## config.mk

```make
export PLATFORM = sky130hd
export DESIGN_NAME = bch_encoder
export DESIGN_NICKNAME = d
export VERILOG_FILES = /design/src/rtl/bch_encoder.sv
export SDC_FILE = /design/constraint.sdc
export NUM_CORES = 1
export LEC_CHECK = 0
export CAP_MARGIN = 20
export CORE_UTILIZATION = 40
export CTS_BUF_LIST = sky130_fd_sc_hd__clkbuf_16
export DETAILED_ROUTE_END_ITERATION = 16
export PLACE_DENSITY = 0.69
export SYNTH_ARGS = -nofsm -noshare
export SYNTH_HDL_FRONTEND = slang
export SYNTH_SLANG_ARGS = --single-unit
```

## constraint.sdc

```tcl
create_clock -name clk -period 1.5 [get_ports clk]
set_input_delay 0.45 -clock clk [delete_from_list [all_inputs] [get_ports clk]]
set_output_delay 0.45 -clock clk [all_outputs]
set_load 0.01 [all_outputs]
```

## src/rtl/bch_encoder.sv

```systemverilog
// Systematic BCH(63,51) t=2 serial encoder over GF(2^6), field polynomial x^6+x+1.
// Message bits pass straight through; the 12 parity bits follow, giving a
// 63-bit codeword whose stream index t is the coefficient of x^t.
module bch_encoder (
  input  logic clk,
  input  logic rst_n,
  input  logic in_valid,
  input  logic in_data,
  output logic in_ready,
  output logic out_valid,
  output logic out_data,
  input  logic out_ready
);

  localparam int unsigned K      = 51;
  localparam int unsigned P      = 12;
  localparam int unsigned CNT_W  = 6;
  // Low terms of the reciprocal generator g*(x)=x^12+x^9+x^8+x^7+x^4+x^2+1.
  // The stream carries the lowest-degree coefficient first, so dividing by
  // g*(x) in a conventional MSB-first LFSR yields multiples of g(x).
  localparam logic [P-1:0] GEN_REV = 12'h395;

  typedef enum logic {
    ST_MSG,
    ST_PARITY
  } state_t;

  state_t           state;
  state_t           state_nxt;
  logic [CNT_W-1:0] cnt;
  logic [CNT_W-1:0] cnt_nxt;
  logic [P-1:0]     lfsr;
  logic [P-1:0]     lfsr_nxt;
  logic             out_valid_nxt;
  logic             out_data_nxt;
  logic             free;
  logic             fb;

  // Output stage can take a new bit when empty or being drained this cycle.
  always_comb begin
    free     = !out_valid | out_ready;
    in_ready = (state == ST_MSG) & free;
  end

  // State, counter, LFSR and output register update.
  always_ff @(posedge clk or negedge rst_n) begin
    if (!rst_n) begin
      state     <= ST_MSG;
      cnt       <= '0;
      lfsr      <= '0;
      out_valid <= 1'b0;
      out_data  <= 1'b0;
    end else begin
      state     <= state_nxt;
      cnt       <= cnt_nxt;
      lfsr      <= lfsr_nxt;
      out_valid <= out_valid_nxt;
      out_data  <= out_data_nxt;
    end
  end

  // Next-state logic: pass message bits through while dividing, then shift out remainder.
  always_comb begin
    state_nxt     = state;
    cnt_nxt       = cnt;
    lfsr_nxt      = lfsr;
    out_valid_nxt = out_valid & !out_ready;
    out_data_nxt  = out_data;
    fb            = in_data ^ lfsr[P-1];

    case (state)
      ST_MSG: begin
        if (in_valid && free) begin
          out_data_nxt  = in_data;
          out_valid_nxt = 1'b1;
          lfsr_nxt      = {lfsr[P-2:0], 1'b0} ^ (fb ? GEN_REV : {P{1'b0}});
          if (cnt == CNT_W'(K - 1)) begin
            cnt_nxt   = '0;
            state_nxt = ST_PARITY;
          end else begin
            cnt_nxt = cnt + CNT_W'(1);
          end
        end
      end
      ST_PARITY: begin
        if (free) begin
          out_data_nxt  = lfsr[P-1];
          out_valid_nxt = 1'b1;
          lfsr_nxt      = {lfsr[P-2:0], 1'b0};
          if (cnt == CNT_W'(P - 1)) begin
            cnt_nxt   = '0;
            lfsr_nxt  = '0;
            state_nxt = ST_MSG;
          end else begin
            cnt_nxt = cnt + CNT_W'(1);
          end
        end
      end
    endcase
  end

endmodule
```

==> metrics <==
Power Density=2018 nW/um^2; Seq cells post-synth=21; peak supply drop=0.0009762 V; Ant. Diodes=0; fin worst setup slack=44.44 ps; die width=53.60 microns; H-tree levels=1; vias in the first global route=722; Total Nets Final=135; GRT overflow=0; Rows=18; Crit Path Max Fanout=2; Max clock buf depth=2; GRT Total Usage=15.57%; total CTS buffers=3; Clock transition at path regs=50 ps; count leader, synth=nand2_1; share of layout cells above drive strength 1=23.62%; Syn Nets=113; Seq/Total Area, Yosys=49.35%; Synth top cells by count=nand2_1, dfrtp_1, nor2_1, xnor2_1, nand3_1; max incr delay on CP=240 ps; R2R setup slack=90 ps; worst r2r src=cnt[2]; DR pass1 iterations=4; Max Freq=687.0 MHz; CP Class=in -> out; Reg2Reg Depth=6; # DRC=0; Leakage Power=0.5974 nW; status=finished clean; Final Skew=3.989 ps; Max-slew headroom=80.63%; YS warnings=0; Syn-to-layout area delta=24.32%; GPL Wtd Cong=0.7593; IO Port Bufs=7; Chip Height=53.60 microns; Worst Tran Pin Value=290.3 ps; clk_lat worst skew=250 ps; placed insts=151; core area=2500 sq um; Power Total=2.671 mW; Worst EP required=1050 ps; CTS tree=built; Distinct cells, synth=30; Die ar.=2872 sq um; initial antenna violation count=0; min-delay src=lfsr[5]; Min-Delay Path Depth=2; period utilisation layout=97.04%; Seq pwr share=39.6%; Power Internal=1.699 mW; Initial Utilization=42.59%; Synth Flop Type=dfrtp_1; global-route wire length before repair=3180 microns; Worst Hold Class=reg -> reg; Post-synth ARST share=100.0%; Routed Antenna Nets=0; Slew Viols, Final=0; Hold Path End=lfsr[5]; cells after synthesis=106; fin crit period=1456 ps; io pins=8; Iter 0 DRT Violations=9; final hold violation count=0; switching pwr=0.9724 mW; r2r endpoint=cnt[5]; Place WS=-543.0 ps; max_cap viols=0; Post-synth EDFFs=0; fin cells=157; drt wl/cell=12.17 microns; Via Count=813; startpoint type of the worst setup path=input port; Final TNS setup=0 ps; largest cells by area after synthesis=dfrtp_1, xnor2_1, nand2_1; Clk pwr share=20.5%; vias per inst=5.178; WP data arrival=1010 ps; CP Capture Type=output port; largest net degree at the start of global routing=22; Mapped Area=1065 sq um; Switching Fraction=36.41%; Post-DP HPWL=1331 microns; Final setup viols=0; WL final=1910 microns; Clock Sinks=21; Syn Area/Cell=10.05 sq um; crit-path cells=dlygate4sd2_1, nor2b_1, nor2_1, buf_2; Yosys top cell by area=dfrtp_1; top-area cell type share of the netlist area=49.35%; hold-fix buffers at CTS=0; root buffer cell=clkbuf_16; combinational power share=39.9%; Crit-path slowest cell=dlygate4sd2_1; RSZ-0062 raised after global routing=no
==> critical path: cells and delay by family <==
kind	cells	cell delay (ps)
buf+inv	2	370
simple gates	2	190
==> metrics by stage <==
stage / instance area [sq um] / utilization [%] / hold WS [ps]
finish: 1324 / 52.95 / 470.8
floorplan: 1065 / - / 154.4
CTS: 1308 / 52.30 / 472.1
detailed placement: 1225 / 49.00 / 461.3
global route: 1324 / 52.95 / 506.9
global placement: 1225 / 49.00 / 449.5
==> logic make-up (layout without fill, tap and decap cells) <==
group                      Yosys count  count (layout)  share of synthesized area, %
and+or+nand+nor                     56              56                         27.73
adders and majority gates            2               2                         2.350
DFF                                 21              21                         49.35
AOI/OAI and AO/OA                   11              11                         7.520
muxes                                1               1                        0.9401
xor gates and xnor gates            10              10                         8.225
buffers and inverters                5              26                         3.877
==> sequential cells by signal, summed over array words and instances (netlist names) <==
| signal | cells |
|---|---|
| out_valid | 1 |
| out_data | 1 |
| lfsr | 12 |
| cnt | 6 |
| state | 1 |
==> worst max-delay path by stage <==
| stage | from | end | slack (ps) |
|---|---|---|---|
| CTS | out_valid | out_valid | 9 |
| floorplan | out_valid | lfsr[2] | 200 |
| finish | out_ready | in_ready | 40 |
| global placement | out_ready | in_ready | -540 |
| global route | out_ready | in_ready | 10 |
| detailed placement | out_ready | in_ready | -540 |
==> power by group through the flow <==
stage,Clock (mW),Combinational [mW],Sequential [mW]
6_report,0.548,1.06,1.06
5_1_grt,0.589,1.19,1.10
4_1_cts,0.565,1.07,1.06
3_5_place_dp,0,1.05,1.07
3_3_place_gp,0,1.04,1.05
2_1_floorplan,0,0.775,1.03
==> layout make-up <==
cell class / count / area, sq um
Tap cell: 30 / 37.54
Timing Repair Buffer: 21 / 167.7
Multi-Input combinational cell: 80 / 510.5
Clock buffer: 3 / 75.07
Fill cell: 214 / 1176
Clock inverter: 1 / 3.754
Sequential cell: 21 / 525.5
Inverter: 1 / 3.754
==> cell usage in the layout (no fill, tap or decap), drive strengths merged, types with 3 or more instances in the layout <==
cell           netlist  final
dfrtp               21     21
xnor2               10     10
nor2                12     12
clkdlybuf4s50        0      3
nand2               23     23
o21ai                8      8
clkbuf               1      3
buf                  3     15
nand3                9      9
==> what timing repair did <==
action / in CTS / in global routing
endpoints found under the setup margin: 8 / 2
buffers inserted: 0 / 2
resized for setup: 10 / 1
pin swaps: 0 / 1
==> routing by layer <==
layer / up-vias / track usage [%] / routed length [microns]
li1: 404 / - / -
met1: 395 / 19.43 / 931
met2: 10 / 25.83 / 922
met3: 4 / 2.542 / 21
met4: 0 / 7.895 / 35
met5: - / 0 / 0
No activity file was read; power rests on OpenSTA's default activity.
